`config.mk`:
```
export PLATFORM = sky130hd
export DESIGN_NAME = buzz_score_keeper
export DESIGN_NICKNAME = d
export VERILOG_FILES = /design/src/rtl/buzz_score_keeper_pkg.sv /design/src/rtl/buzz_score_keeper_sec_prescaler.sv /design/src/rtl/buzz_score_keeper.sv
export SDC_FILE = /design/constraint.sdc
export NUM_CORES = 1
export LEC_CHECK = 0
export CAP_MARGIN = 20
export CORE_ASPECT_RATIO = 1.5
export CORE_UTILIZATION = 25
export CTS_BUF_LIST = sky130_fd_sc_hd__clkbuf_16
export DETAILED_ROUTE_END_ITERATION = 12
export PLACE_DENSITY_LB_ADDON = 0.2
export SLEW_MARGIN = 25
export SYNTH_ARGS = -nofsm -noshare
export SYNTH_HDL_FRONTEND = slang
export SYNTH_HIERARCHICAL = 1
export SYNTH_SLANG_ARGS = --single-unit
```
`constraint.sdc`:
```
create_clock -name clk -period 5.19 [get_ports clk]
set_input_delay 1.557 -clock clk [delete_from_list [all_inputs] [get_ports clk]]
set_output_delay 1.557 -clock clk [all_outputs]
set_load 0.03 [all_outputs]
```
`src/rtl/buzz_score_keeper_pkg.sv`:
```
// Shared types and constants for the quiz scoring block and the display views.
// Score helpers do their arithmetic on 8 bits and clamp into the 0..SCORE_MAX range.
package buzz_score_keeper_pkg;

    typedef enum logic [1:0] {
        ST_IDLE   = 2'd0,
        ST_ARMED  = 2'd1,
        ST_LOCKED = 2'd2
    } state_e;

    localparam logic [6:0] SCORE_MAX    = 7'd99;
    localparam logic [2:0] VIEW_GAME    = 3'd2;
    localparam logic [2:0] VIEW_INSPECT = 3'd3;

    function automatic logic [6:0] score_add(input logic [6:0] cur, input logic [7:0] pts);
        logic [7:0] sum_s;
        sum_s = {1'b0, cur} + pts;
        if (sum_s > {1'b0, SCORE_MAX}) begin
            return SCORE_MAX;
        end else begin
            return sum_s[6:0];
        end
    endfunction

    function automatic logic [6:0] score_sub(input logic [6:0] cur, input logic [7:0] pts);
        logic [7:0] diff_s;
        diff_s = {1'b0, cur} - pts;
        if ({1'b0, cur} < pts) begin
            return 7'd0;
        end else begin
            return diff_s[6:0];
        end
    endfunction

endpackage

```
`src/rtl/buzz_score_keeper_sec_prescaler.sv`:
```
// One-second prescaler: counts clock cycles while enabled and flags the wrap cycle.
// A synchronous clear restarts the second so a fresh answer window is full length.
module buzz_score_keeper_sec_prescaler #(
    parameter int CLK_HZ = 100_000_000
) (
    input  logic clk,
    input  logic rst,
    input  logic clr,
    input  logic en,
    output logic sec_tick
);

    localparam int CW = (CLK_HZ > 1) ? $clog2(CLK_HZ) : 1;
    localparam logic [CW-1:0] TERM = CW'(CLK_HZ - 1);

    logic [CW-1:0] count_r;

    assign sec_tick = en && !clr && (count_r == TERM);

    // cycle counter wrapping at the 1 s terminal count
    always_ff @(posedge clk or negedge rst) begin
        if (!rst) begin
            count_r <= '0;
        end else if (clr) begin
            count_r <= '0;
        end else if (en) begin
            if (count_r == TERM) begin
                count_r <= '0;
            end else begin
                count_r <= count_r + 1'b1;
            end
        end else begin
            count_r <= count_r;
        end
    end

endmodule

```
`src/rtl/buzz_score_keeper.sv`:
```
// Quiz scoring: buzz-in arbitration, answer countdown and per-player scores.
// The FSM and all score registers live here; the 1 s timebase is a sub-module.
module buzz_score_keeper
    import buzz_score_keeper_pkg::*;
#(
    parameter int         CLK_HZ      = 100_000_000,
    parameter int         ANSWER_SEC  = 10,
    parameter int         CORRECT_PTS = 2,
    parameter int         WRONG_PTS   = 1,
    parameter logic [2:0] GAME_VIEW   = VIEW_GAME
) (
    input  logic       clk,
    input  logic       rst,
    input  logic [2:0] view,
    input  logic [2:0] player_count,
    input  logic [3:0] player_bt,
    input  logic       host_correct,
    input  logic       host_wrong,
    input  logic       host_clear,
    output logic [6:0] player1_score,
    output logic [6:0] player2_score,
    output logic [6:0] player3_score,
    output logic [6:0] player4_score,
    output logic [2:0] answering,
    output logic [4:0] time_left,
    output logic       locked,
    output logic       buzzer
);

    state_e     state_r, state_nxt_s;
    logic [6:0] score_r     [4];
    logic [6:0] score_nxt_s [4];
    logic [2:0] answering_r, answering_nxt_s;
    logic [4:0] time_left_r, time_left_nxt_s;
    logic       locked_r, buzzer_r, buzzer_nxt_s;
    logic       sec_tick_s, timeout_s, judge_s;
    logic [3:0] valid_bt_s;
    logic [2:0] first_s;

    buzz_score_keeper_sec_prescaler #(.CLK_HZ(CLK_HZ)) u_prescaler (
        .clk      (clk),
        .rst      (rst),
        .clr      (state_r != ST_LOCKED),
        .en       (state_r == ST_LOCKED),
        .sec_tick (sec_tick_s)
    );

    assign timeout_s = sec_tick_s && (time_left_r == 5'd1);
    assign judge_s   = host_correct || host_wrong || timeout_s;

    // mask buzzes to seated players and pick the lowest-numbered one
    always_comb begin
        valid_bt_s = 4'b0000;
        first_s    = 3'd0;
        for (int i = 0; i < 4; i++) begin
            if (player_bt[i] && (3'(i + 1) <= player_count)) begin
                valid_bt_s[i] = 1'b1;
            end else begin
                valid_bt_s[i] = 1'b0;
            end
        end
        for (int i = 3; i >= 0; i--) begin
            if (valid_bt_s[i]) begin
                first_s = 3'(i + 1);
            end else begin
                first_s = first_s;
            end
        end
    end

    // next-state, countdown and score update
    always_comb begin
        state_nxt_s     = state_r;
        answering_nxt_s = answering_r;
        time_left_nxt_s = time_left_r;
        buzzer_nxt_s    = 1'b0;
        for (int i = 0; i < 4; i++) begin
            score_nxt_s[i] = score_r[i];
        end
        if (view != GAME_VIEW) begin
            state_nxt_s     = ST_IDLE;
            answering_nxt_s = 3'd0;
            time_left_nxt_s = 5'd0;
        end else begin
            case (state_r)
                ST_IDLE: begin
                    state_nxt_s     = ST_ARMED;
                    answering_nxt_s = 3'd0;
                    time_left_nxt_s = 5'd0;
                end
                ST_ARMED: begin
                    if (host_clear) begin
                        for (int i = 0; i < 4; i++) begin
                            score_nxt_s[i] = 7'd0;
                        end
                    end else begin
                        for (int i = 0; i < 4; i++) begin
                            score_nxt_s[i] = score_r[i];
                        end
                    end
                    if (first_s != 3'd0) begin
                        answering_nxt_s = first_s;
                        time_left_nxt_s = 5'(ANSWER_SEC);
                        buzzer_nxt_s    = 1'b1;
                        state_nxt_s     = ST_LOCKED;
                    end else begin
                        state_nxt_s = ST_ARMED;
                    end
                end
                ST_LOCKED: begin
                    if (judge_s) begin
                        // a host judgement overrides a coincident timeout
                        for (int i = 0; i < 4; i++) begin
                            if (answering_r == 3'(i + 1)) begin
                                if (host_correct) begin
                                    score_nxt_s[i] = score_add(score_r[i], 8'(CORRECT_PTS));
                                end else begin
                                    score_nxt_s[i] = score_sub(score_r[i], 8'(WRONG_PTS));
                                end
                            end else begin
                                score_nxt_s[i] = score_r[i];
                            end
                        end
                        buzzer_nxt_s    = timeout_s && !host_correct && !host_wrong;
                        answering_nxt_s = 3'd0;
                        time_left_nxt_s = 5'd0;
                        state_nxt_s     = ST_ARMED;
                    end else if (sec_tick_s) begin
                        time_left_nxt_s = time_left_r - 5'd1;
                    end else begin
                        time_left_nxt_s = time_left_r;
                    end
                end
                default: begin
                    state_nxt_s     = ST_IDLE;
                    answering_nxt_s = 3'd0;
                    time_left_nxt_s = 5'd0;
                end
            endcase
        end
    end

    // state and output registers
    always_ff @(posedge clk or negedge rst) begin
        if (!rst) begin
            state_r     <= ST_IDLE;
            answering_r <= 3'd0;
            time_left_r <= 5'd0;
            locked_r    <= 1'b0;
            buzzer_r    <= 1'b0;
            for (int i = 0; i < 4; i++) begin
                score_r[i] <= 7'd0;
            end
        end else begin
            state_r     <= state_nxt_s;
            answering_r <= answering_nxt_s;
            time_left_r <= time_left_nxt_s;
            locked_r    <= (state_nxt_s == ST_LOCKED);
            buzzer_r    <= buzzer_nxt_s;
            for (int i = 0; i < 4; i++) begin
                score_r[i] <= score_nxt_s[i];
            end
        end
    end

    assign player1_score = score_r[0];
    assign player2_score = score_r[1];
    assign player3_score = score_r[2];
    assign player4_score = score_r[3];
    assign answering     = answering_r;
    assign time_left     = time_left_r;
    assign locked        = locked_r;
    assign buzzer        = buzzer_r;

endmodule

```
# Word level (Yosys, flattened, before mapping)
# Index checks and enable logic that the tools add are counted.
# Widths: inputs -> output; s select.
[word_totals]
regBits = 67
in_bits = 15
out_inout_bits = 38
elab_cells = 124
[classes]
addsub = 10
magnitude_cmp = 12
n_eq_ne = 20
mux = 47
bitwise_logic = 1
reduce_logical = 24
[ops]
columns = ["cell", "count"]
rows = [
  ["$mux 7", 16],
  ["$mux 27", 3],
  ["$mux 28", 2],
  ["$pmux 28 s2", 1],
  ["$add 7x2->8 const B", 4],
  ["$gt 8x7->1 const B", 4],
  ["$lt 7x1->1 const B", 4],
  ["$sub 7x1->7 const B", 4],
  ["$add 27x1->27 const B", 1],
  ["$eq 27x27->1 const B", 1],
  ["$mux 3", 7],
  ["$mux 5", 4],
  ["$reduce_and 5->1", 4],
  ["$ne 2x2->1 const B", 7],
  ["$pmux 5 s2", 1],
  ["$logic_and 1x1->1", 9],
  ["$mux 1", 7],
  ["$eq 3x2->1 const B", 2],
  ["$le 2x3->1 const A", 2],
  ["$mux 2", 3],
  ["$ne 3x3->1 const B", 2],
  ["$pmux 2 s3", 1],
  ["$pmux 3 s2", 1],
  ["$eq 5x1->1 const B", 1],
  ["other kinds (17)", 23],
]

# Logic depth before layout (Yosys ltp)
# Gate-level depths: netlist (run 1).
[depth]
depth_word = 12
depth_mapped = 13
depth_no_buf = 10

# Cells and area by module
# Netlist (run 1), hierarchy kept.
[by_module_without_submodules]
columns = ["module", "n_inst", "cells_each", "area_per_inst_um2", "seq_area_each_um2"]
rows = [
  ["buzz_score_keeper", 1, 498, 3754.9, 1001.0],
  ["buzz_score_keeper_sec_prescaler", 1, 208, 1752.9, 675.6],
]

# Least setup slack after synthesis (run 1)
# No wires, ideal clock.
[synth_timing]
kind = "reg2reg"
from = "reg state_r[0]"
to = "reg score_r, in the netlist player2_score[4]"
t_arrival_ns = 3.352
path_slack_ns = 1.761
stages_incl_launch_ff = 14
path_buffers = 4
synth_period_minus_slack_ns = 3.429
cell_sequence = "dfrtp_1 > inv_1 > ha_1 > clkbuf_1 > inv_1 > clkbuf_1 > buf_1 > nor3_1 > a211oi_1 > buf_2 > or4_4 > o41ai_2 > a31oi_1 > a21oi_1"
[synth_via]
elab_chain_cells = 8
elab_cells_between_ends = 14
cone_classes = "eq/ne: 6; mux: 1; reduce/logical: 7"
[synth_lines]
columns = ["item", "line_no", "text"]
rows = [
  ["from (decl)", "buzz_score_keeper.sv:30", "state_e state_r, state_nxt_s;"],
  ["from (signal assigned)", "buzz_score_keeper.sv:155", "state_r <= state_nxt_s;"],
  ["$ne 2x2->1", "buzz_score_keeper.sv:43", ".clr (state_r != ST_LOCKED),"],
  ["$logic_not 1->1", "buzz_score_keeper_sec_prescaler.sv:18", "assign sec_tick = en && !clr && (count_r == TERM);"],
  ["$logic_and 1x1->1 (*) (2 in series)", "buzz_score_keeper_sec_prescaler.sv:18", ""],
  ["named net sec_tick_s", "buzz_score_keeper.sv:36", "logic sec_tick_s, timeout_s, judge_s;"],
  ["$logic_and 1x1->1 (*)", "buzz_score_keeper.sv:48", "assign timeout_s = sec_tick_s && (time_left_r == 5'd1);"],
  ["$logic_or 1x1->1 (*)", "buzz_score_keeper.sv:49", "assign judge_s = host_correct || host_wrong || timeout_s;"],
  ["$ne 2x2->1 (no line) (*)", "n/a", ""],
  ["$reduce_and 5->1 (no line) (*)", "n/a", ""],
  ["to (signal, indexed assignment)", "buzz_score_keeper.sv:161", "score_r[i] <= score_nxt_s[i];"],
  ["to (decl)", "buzz_score_keeper.sv:31", "logic [6:0] score_r [4];"],
]
# Mark *: on every way through the listed nets, which the timed path passes. The rest lies on a longest branch.
# A chain may end at the register's enable or synchronous reset.

# Worst setup path after layout (run 1)
[layout_timing]
from = "reg u_prescaler.count_r[16]"
to = "reg score_r, in the netlist player1_score[4]"
[layout_via]
elab_chain_cells = 6
[layout_lines]
columns = ["item", "line_no", "text"]
rows = [
  ["from (decl)", "buzz_score_keeper_sec_prescaler.sv:16", "logic [CW-1:0] count_r;"],
  ["from (signal assigned)", "buzz_score_keeper_sec_prescaler.sv:30", "count_r <= count_r + 1'b1;"],
  ["from (signal assigned)", "buzz_score_keeper_sec_prescaler.sv:33", "count_r <= count_r;"],
  ["$eq 27x27->1", "buzz_score_keeper_sec_prescaler.sv:18", ""],
  ["$logic_and 1x1->1", "buzz_score_keeper_sec_prescaler.sv:18", ""],
  ["named net sec_tick_s", "buzz_score_keeper.sv:36", ""],
  ["$logic_and 1x1->1", "buzz_score_keeper.sv:48", ""],
  ["$logic_or 1x1->1", "buzz_score_keeper.sv:49", ""],
  ["$ne 2x2->1 (no line)", "n/a", ""],
  ["$reduce_and 5->1 (no line)", "n/a", ""],
]
# The timed path passes the listed nets, and every way through them passes these cells.

==> results of run 1 <==
## registers in the layout, summed over array words and instances (netlist names), 2 cells and up
| name | count |
|---|---|
| answering | 3 |
| player1_score | 7 |
| player2_score | 7 |
| player3_score | 7 |
| player4_score | 7 |
| state_r | 2 |
| time_left | 5 |
| u_prescaler/count_r | 27 |
## layout by cell type (no fill, tap or decap), types with 4 or more instances in the layout
master	instances
sky130_fd_sc_hd__nand4_1	26
sky130_fd_sc_hd__nor2b_1	11
sky130_fd_sc_hd__nand2b_1	12
sky130_fd_sc_hd__nor2_1	49
sky130_fd_sc_hd__and3_1	14
sky130_fd_sc_hd__a31oi_1	17
sky130_fd_sc_hd__buf_4	6
sky130_fd_sc_hd__o22ai_1	10
sky130_fd_sc_hd__or3_1	7
sky130_fd_sc_hd__clkdlybuf4s50_1	51
sky130_fd_sc_hd__o31ai_1	13
sky130_fd_sc_hd__nor4_1	16
sky130_fd_sc_hd__nand3b_1	5
sky130_fd_sc_hd__a21boi_0	6
sky130_fd_sc_hd__a21oi_1	40
sky130_fd_sc_hd__ha_1	22
sky130_fd_sc_hd__o221ai_1	5
sky130_fd_sc_hd__nand2_1	77
sky130_fd_sc_hd__or2_2	4
sky130_fd_sc_hd__or4_1	12
sky130_fd_sc_hd__clkbuf_16	9
sky130_fd_sc_hd__nor3b_1	4
sky130_fd_sc_hd__o21ai_0	42
sky130_fd_sc_hd__a21bo_2	5
sky130_fd_sc_hd__dfrtp_1	67
sky130_fd_sc_hd__o211ai_1	10
sky130_fd_sc_hd__nor3_1	28
sky130_fd_sc_hd__inv_1	39
sky130_fd_sc_hd__and4_1	4
sky130_fd_sc_hd__and2_1	6
sky130_fd_sc_hd__nand3_1	37
sky130_fd_sc_hd__o21a_1	4
## cells in the mapped netlist, types with 4 or more instances
library cell | count | area share
sky130_fd_sc_hd__nand2_1 | 77 | 0.052
sky130_fd_sc_hd__dfrtp_1 | 67 | 0.30
sky130_fd_sc_hd__nor2_1 | 49 | 0.033
sky130_fd_sc_hd__o21ai_0 | 42 | 0.038
sky130_fd_sc_hd__a21oi_1 | 40 | 0.036
sky130_fd_sc_hd__inv_1 | 39 | 0.027
sky130_fd_sc_hd__nand3_1 | 37 | 0.034
sky130_fd_sc_hd__clkbuf_1 | 28 | 0.019
sky130_fd_sc_hd__nor3_1 | 28 | 0.025
sky130_fd_sc_hd__nand4_1 | 26 | 0.030
sky130_fd_sc_hd__ha_1 | 23 | 0.052
sky130_fd_sc_hd__a31oi_1 | 17 | 0.019
sky130_fd_sc_hd__nor4_1 | 16 | 0.018
sky130_fd_sc_hd__and3_1 | 14 | 0.016
sky130_fd_sc_hd__o31ai_1 | 13 | 0.018
sky130_fd_sc_hd__nand2b_1 | 12 | 0.014
sky130_fd_sc_hd__or4_1 | 12 | 0.016
sky130_fd_sc_hd__nor2b_1 | 11 | 0.012
sky130_fd_sc_hd__o211ai_1 | 10 | 0.014
sky130_fd_sc_hd__o22ai_1 | 10 | 0.011
sky130_fd_sc_hd__buf_2 | 9 | 0.0082
sky130_fd_sc_hd__or3_1 | 7 | 0.0080
sky130_fd_sc_hd__a21boi_0 | 6 | 0.0082
sky130_fd_sc_hd__and2_1 | 6 | 0.0068
sky130_fd_sc_hd__a21bo_2 | 5 | 0.0091
sky130_fd_sc_hd__nand3b_1 | 5 | 0.0068
sky130_fd_sc_hd__o221ai_1 | 5 | 0.0080
sky130_fd_sc_hd__and4_1 | 4 | 0.0064
sky130_fd_sc_hd__nor3b_1 | 4 | 0.0055
sky130_fd_sc_hd__o21a_1 | 4 | 0.0055
sky130_fd_sc_hd__or2_2 | 4 | 0.0045
## routing by layer
layer,global-route usage,part of all wire,wire length [um]
met5,0,0,0
met4,0.06217,0.022,384
met3,0.02823,0.032,559
met2,0.2923,0.53,9254
met1,0.1777,0.41,7200
## kinds of logic (layout without fill, tap and decap cells)
family / after synthesis / in the layout / synth area share
compound gates: 195 / 195 / 0.2403
flops: 67 / 67 / 0.3044
fa+ha+maj: 24 / 24 / 0.05407
buf+inv: 78 / 112 / 0.05543
mux: 5 / 5 / 0.009541
xor+xnor: 5 / 5 / 0.007952
simple gates: 332 / 332 / 0.3283
## worst max-delay path by stage
stage / depth (start not counted) / to / slack, ns
after floorplan: 13 / player2_score[4] / 1.76
after global placement: 8 / player1_score[2] / 1.18
after detailed placement: 7 / player1_score[2] / 1.11
after CTS: 10 / player1_score[2] / 1.30
after global routing: 10 / player1_score[4] / 1.01
final: 10 / player1_score[4] / 1.24
## power breakdown
| group | leakage, nW | internal [mW] | switching, mW |
|---|---|---|---|
| sequential | 0.921 | 0.538 | 0.0383 |
| combinational | 1.36 | 0.103 | 0.155 |
| clock | 0.124 | 0.316 | 0.243 |
| total | 2.41 | 0.958 | 0.437 |
## worst register-to-register path: stages, from the launching register on
cell                       delay [ns]
sky130_fd_sc_hd__dfrtp_1         0.49
sky130_fd_sc_hd__and4_1          0.46
sky130_fd_sc_hd__and4_4          0.31
sky130_fd_sc_hd__nand4_1         0.35
sky130_fd_sc_hd__nor3_1          0.73
sky130_fd_sc_hd__a211oi_1        0.21
sky130_fd_sc_hd__buf_4           0.23
sky130_fd_sc_hd__or3b_1          0.50
sky130_fd_sc_hd__nor3_1          0.33
sky130_fd_sc_hd__o21ai_0         0.17
sky130_fd_sc_hd__nand3_1         0.11
## area by class of cell
cell class,count,area (um2)
fill,2375,15120
multi-input combinational,561,3528
sequential,67,1677
timing repair buffer,58,566.8
tap,272,340.3
clock buffer,9,225.2
inverter,39,146.4
clock inverter,6,33.78
## per-stage QoR
| step | utilization | cell area [um2] | std cells | setup WS (ns) |
|---|---|---|---|---|
| floorplan | - | 5508 | 706 | 1.761 |
| global placement | 0.2891 | 6255 | 997 | 1.180 |
| detailed placement | 0.2891 | 6255 | 997 | 1.109 |
| CTS | 0.3011 | 6514 | 1012 | 1.305 |
| global route | 0.3012 | 6518 | 1012 | 1.010 |
| finish | 0.3012 | 6518 | 1012 | 1.237 |
==> metrics.log, run 1 <==
[metrics] clock network latency to the later pin of the worst-skew pair: 0.34 ns
[metrics] io pins: 53
[metrics] fraction of layout cells with a size suffix above 1: 0.06351
[metrics] number of cells traversed by the worst register-to-register path: 10
[metrics] RSZ-0062 raised after global routing: false
[metrics] WHS Endpoint: u_prescaler/count_r[21]
[metrics] total of cells resized after clock tree synthesis: 0
[metrics] number of warnings reported in the yosys synthesis log: 6
[metrics] Final TNS setup: 0 ns
[metrics] Routed Wire Length: 17400 um
[metrics] post-synthesis cell count: 706
[metrics] mean cell area of the mapped netlist: 7.801 um2
[metrics] capture instance of the worst register-to-register path: player1_score[4]
[metrics] Post-Syn Nets: 744
[metrics] Via density: 5.418
[metrics] Min Hold Slack: 0.5168 ns
[metrics] longest individual stage delay on the worst path: 0.73 ns
[metrics] clock slew seen by the registers of the worst setup and hold paths: 0.06 ns
[metrics] Worst Clk Skew: 0.007562 ns
[metrics] num rows: 66
[metrics] total via count in the routed design: 5483
[metrics] Worst Path Arrival: 4.23 ns
[metrics] number of global-route vias before repair: 5408
[metrics] number of buffers inserted by post-CTS setup repair: 0
[metrics] highest attainable clock frequency: 253.0 MHz
[metrics] worst IR drop on VDD: 0.1084 mV
[metrics] critical path startpoint category: flip-flop
[metrics] H-tree Lvls: 3
[metrics] number of design-rule violations left by the first detailed-router iteration: 299
[metrics] Num CTS Buffers: 9
[metrics] minimum setup slack among reg-to-reg paths: 1.24 ns
[metrics] status: finished clean
[metrics] initial standard-cell utilization of the core: 0.2546
[metrics] Setup Viol. Count Final: 0
[metrics] DR WL/cell: 17.19 um
[metrics] flip-flop and latch count after synthesis: 67
[metrics] final hold viol count: 0
[metrics] final worst path period need: 3.953 ns
[metrics] leakage power total: 2.410 nW
[metrics] sequential area share after synthesis: 0.3044
[metrics] CTS sink count: 67
[metrics] detailed placement HPWL: 12410 um
[metrics] Primary FF master, synth: sky130_fd_sc_hd__dfrtp_1
[metrics] data required time of the critical path: 5.47 ns
[metrics] die height: 183.8 um
[metrics] pin count of the biggest net entering global routing: 68
[metrics] Final ANT Viol Nets: 0
[metrics] Worst path top cell family by delay: simple AND/OR/NAND/NOR gates
[metrics] global placement routability congestion: 0.7930
[metrics] Max Fanout on Critical Path: 10
[metrics] cell depth of the worst hold path: 1
[metrics] GR Overflow Total: 0
[metrics] slowest CP cell: sky130_fd_sc_hd__nor3_1
[metrics] post-synthesis to final-layout area growth: 18.33%
[metrics] hold buffer count at cts: 0
[metrics] Critical Setup Path Class: reg2reg
[metrics] number of distinct library cells after synthesis: 79
[metrics] Root Buffer Master: sky130_fd_sc_hd__clkbuf_16
[metrics] cell area after synthesis: 5508 um2
[metrics] cell breakdown of the critical path: and4_1 > and4_4 > nand4_1 > nor3_1 > a211oi_1 > buf_4 > or3b_1 > nor3_1 > o21ai_0 > nand3_1
[metrics] tightest slew margin relative to the limit: 0.3920
[metrics] total global routing track utilization: 0.1592
[metrics] Antenna Diode Count: 0
[metrics] overall power: 1.394 mW
[metrics] number of max-capacitance violations reported: 0
[metrics] final critical-path share of the clock period: 0.7617
[metrics] Tightest Pin Transition: 0.9036 ns
[metrics] Hold Crit Start: u_prescaler/count_r[21]
[metrics] critical path capture point type: flip-flop
[metrics] reg-to-reg startpoint: u_prescaler/count_r[16]
[metrics] number of synthesized flops with an enable pin: 0
[metrics] share of async-settable or async-resettable flops after synthesis: 1.000
[metrics] critical path buffer and inverter count: 1
[metrics] Total Nets Final: 774
[metrics] worst min-delay path category: reg2reg
[metrics] area of the die: 22640 um2
[metrics] CTS tree: done
[metrics] detailed-router iteration count before antenna repair: 5
[metrics] first-pass GRT wire length: 28210 um
[metrics] pins over their slew limit: 0
[metrics] antenna violations before repair: 0
[metrics] Most Frequent Cell on Critical Path: sky130_fd_sc_hd__nor3_1
[metrics] deepest clock path buffer count: 2
[metrics] horizontal die dimension: 123.2 um
[metrics] Worst Setup SP: u_prescaler/count_r[16]
[metrics] power density over the cells: 213.9 nW/um2
[metrics] # DRC: 0
[metrics] Core ar.: 21640 um2
[metrics] count of port buffers added during placement: 52
Note: power is estimated with default switching activity, not from simulation.
==> run 2, diff against run 1 <==
Clock period 5.19 ns to 3.6 ns, I/O delays scaled along.
==> run 2 against run 1 <==
Net effect:
- fmax rose by 30%
- via count increased by 2.7%
- critical path depth up 2
- setup slack got worse by 0.68 ns
- sequential share of layout area down 0.50 points
- cell count grew 1.9%
- critical path type unchanged
- critical endpoint is now player2_score[4]
- highest routed layer unchanged
==> metrics.log, run 2 (same netlist as run 1, synthesis figures left out) <==
[metrics] CTS sink count: 67 (unchanged)
[metrics] num rows: 66 (unchanged)
[metrics] Final TNS setup: 0 ns (unchanged)
[metrics] deepest clock path buffer count: 2 (unchanged)
[metrics] horizontal die dimension: 123.2 um (unchanged)
[metrics] data required time of the critical path: 3.87 ns (-1.60 ns)
[metrics] Multi-input gate area: 3528 um2 (unchanged)
[metrics] Max Fanout on Critical Path: 9 (-1)
[metrics] total global routing track utilization: 0.1655 (+0.006276)
[metrics] DR WL/cell: 17.32 um (+0.75%)
[metrics] Antenna Diode Count: 0 (unchanged)
[metrics] total of cells resized after clock tree synthesis: 0 (unchanged)
[metrics] worst IR drop on VDD: 0.2181 mV (+100%)
[metrics] Critical Setup Path Class: reg2reg
[metrics] global placement routability congestion: 0.8005 (+0.95%)
[metrics] overall power: 2.008 mW (+44%)
[metrics] max FFs per register: 27 (unchanged)
[metrics] Worst Setup SP: u_prescaler/count_r[16]
[metrics] tightest slew margin relative to the limit: 0.4692 (+0.07719)
[metrics] Largest Register: u_prescaler/count_r
[metrics] pins over their slew limit: 0 (unchanged)
[metrics] power density over the cells: 302.0 nW/um2 (+41%)
[metrics] antenna violations before repair: 0 (unchanged)
[metrics] cell count after placement: 1015 (+1.8%)
[metrics] number of buffers inserted by post-CTS setup repair: 0 (unchanged)
[metrics] critical path capture point type: flip-flop
[metrics] number of design-rule violations left by the first detailed-router iteration: 381 (+27%)
[metrics] reg-to-reg startpoint: u_prescaler/count_r[16]
[metrics] post-synthesis to final-layout area growth: 20.70%
[metrics] initial standard-cell utilization of the core: 0.2546 (unchanged)
[metrics] worst min-delay path category: reg2reg
[metrics] most frequent standard cell in the layout excluding fill and tap cells: sky130_fd_sc_hd__nand2_1
[metrics] final critical-path share of the clock period: 0.8446 (+0.08287)
[metrics] fraction of layout cells with a size suffix above 1: 0.08169 (+0.01817)
[metrics] io pins: 53 (unchanged)
[metrics] number of max-capacitance violations reported: 0 (unchanged)
[metrics] clock slew seen by the registers of the worst setup and hold paths: 0.06 ns (about the same)
[metrics] area of the die: 22640 um2 (unchanged)
[metrics] number of global-route vias before repair: 5536 (+2.4%)
[metrics] detailed placement HPWL: 12780 um (+3.0%)
[metrics] leakage power total: 2.515 nW (+4.3%)
[metrics] detailed-router iteration count before antenna repair: 5 (unchanged)
[metrics] commonest cells after routing, fill and taps aside: sky130_fd_sc_hd__nand2_1, sky130_fd_sc_hd__dfrtp_1, sky130_fd_sc_hd__clkdlybuf4s50_1
[metrics] first-pass GRT wire length: 29280 um (+3.8%)
[metrics] CTS tree: done
[metrics] count of port buffers added during placement: 52 (unchanged)
[metrics] Num CTS Buffers: 9 (unchanged)
[metrics] pin count of the biggest net entering global routing: 68 (unchanged)
[metrics] H-tree Lvls: 3 (unchanged)
[metrics] clock network latency to the later pin of the worst-skew pair: 0.34 ns (about the same)
[metrics] Worst Path Arrival: 3.31 ns (-0.92 ns)
[metrics] Core ar.: 21640 um2 (unchanged)
[metrics] Final ANT Viol Nets: 0 (unchanged)
[metrics] final hold viol count: 0 (unchanged)
[metrics] GR Overflow Total: 0 (unchanged)
[metrics] # DRC: 0 (unchanged)
[metrics] area taken by flip-flops and latches: 1677 um2 (unchanged)
[metrics] Hold Crit Start: u_prescaler/count_r[21]
[metrics] Tightest Pin Transition: 0.7889 ns (-0.1147 ns)
[metrics] die height: 183.8 um (unchanged)
[metrics] Via density: 5.461 (+0.79%)
[metrics] hold buffer count at cts: 0 (unchanged)
[metrics] Setup Viol. Count Final: 0 (unchanged)
[metrics] Worst Clk Skew: 0.01145 ns (+0.003891 ns)
[metrics] critical path startpoint category: flip-flop
[metrics] RSZ-0062 raised after global routing: false
[metrics] Routed Wire Length: 17860 um (+2.6%)
[metrics] Total Nets Final: 792 (+2.3%)
[metrics] Root Buffer Master: sky130_fd_sc_hd__clkbuf_16
[metrics] highest attainable clock frequency: 328.9 MHz (+30%)
[metrics] post-route insts no fill: 1031 (+1.9%)
[metrics] Filler Cells Inserted: 2319 (-2.4%)
[metrics] status: finished clean
[metrics] Min Hold Slack: 0.5159 ns (-0.0008890 ns)
[metrics] total via count in the routed design: 5630 (+2.7%)
[metrics] final worst path period need: 3.040 ns (-0.9128 ns)
[run 2: report_power, final]
group / switching (mW) / internal (mW) / total, mW
Sequential: 0.0529 / 0.776 / 0.829
Combinational: 0.226 / 0.151 / 0.377
Clock: 0.350 / 0.452 / 0.802
[run 2: cell type report]
class,count,area share
clock buffers,9,0.03388
clock inverters,7,0.004329
inverters,39,0.02202
multi-input cells,561,0.5308
flip-flops and latches,67,0.2522
well taps,272,0.05120
repair buffers,76,0.1056
[run 2: per-layer routing]
layer  vias up  share of wire  global-route usage  wire (um)
li1       2735              -                   -          -
met1      2756           0.42              0.1924       7498
met2       113           0.53              0.2994       9440
met3        26          0.029             0.02699        518
met4         0          0.022             0.05831        400
met5         -              0                   0          0
[run 2: worst paths after layout]
kind | cells past startpoint | to | slack [ns]
max in group asynchronous | 1 | player1_score[4] | 2.34
min in group asynchronous | 1 | u_prescaler/count_r[17] | 0.77
worst min-delay path | 1 | u_prescaler/count_r[21] | 0.52
worst min register to register | 1 | u_prescaler/count_r[21] | 0.52
worst max-delay path | 12 | player2_score[4] | 0.56
worst max register to register | 12 | player2_score[4] | 0.56
[run 2: through the flow]
stage	cell area, um2	utilization	setup WS, ns
2_1_floorplan	5508	-	0.1710
3_3_place_gp	6390	0.2953	0.2817
3_5_place_dp	6390	0.2953	0.2910
4_1_cts	6644	0.3071	0.5405
5_1_grt	6648	0.3073	0.3751
6_report	6648	0.3073	0.5595
[run 2: critical path, cell delays in order, from the launching register on]
cell and delay (ns):
sky130_fd_sc_hd__dfrtp_1 0.51, sky130_fd_sc_hd__and4_1 0.24, sky130_fd_sc_hd__buf_4 0.17, sky130_fd_sc_hd__and4_4 0.25
sky130_fd_sc_hd__nand4_1 0.14, sky130_fd_sc_hd__nor3_1 0.20, sky130_fd_sc_hd__buf_4 0.19, sky130_fd_sc_hd__a211oi_1 0.10
sky130_fd_sc_hd__buf_4 0.19, sky130_fd_sc_hd__or4_4 0.55, sky130_fd_sc_hd__o41ai_2 0.23, sky130_fd_sc_hd__a31oi_1 0.06
sky130_fd_sc_hd__a21oi_1 0.13
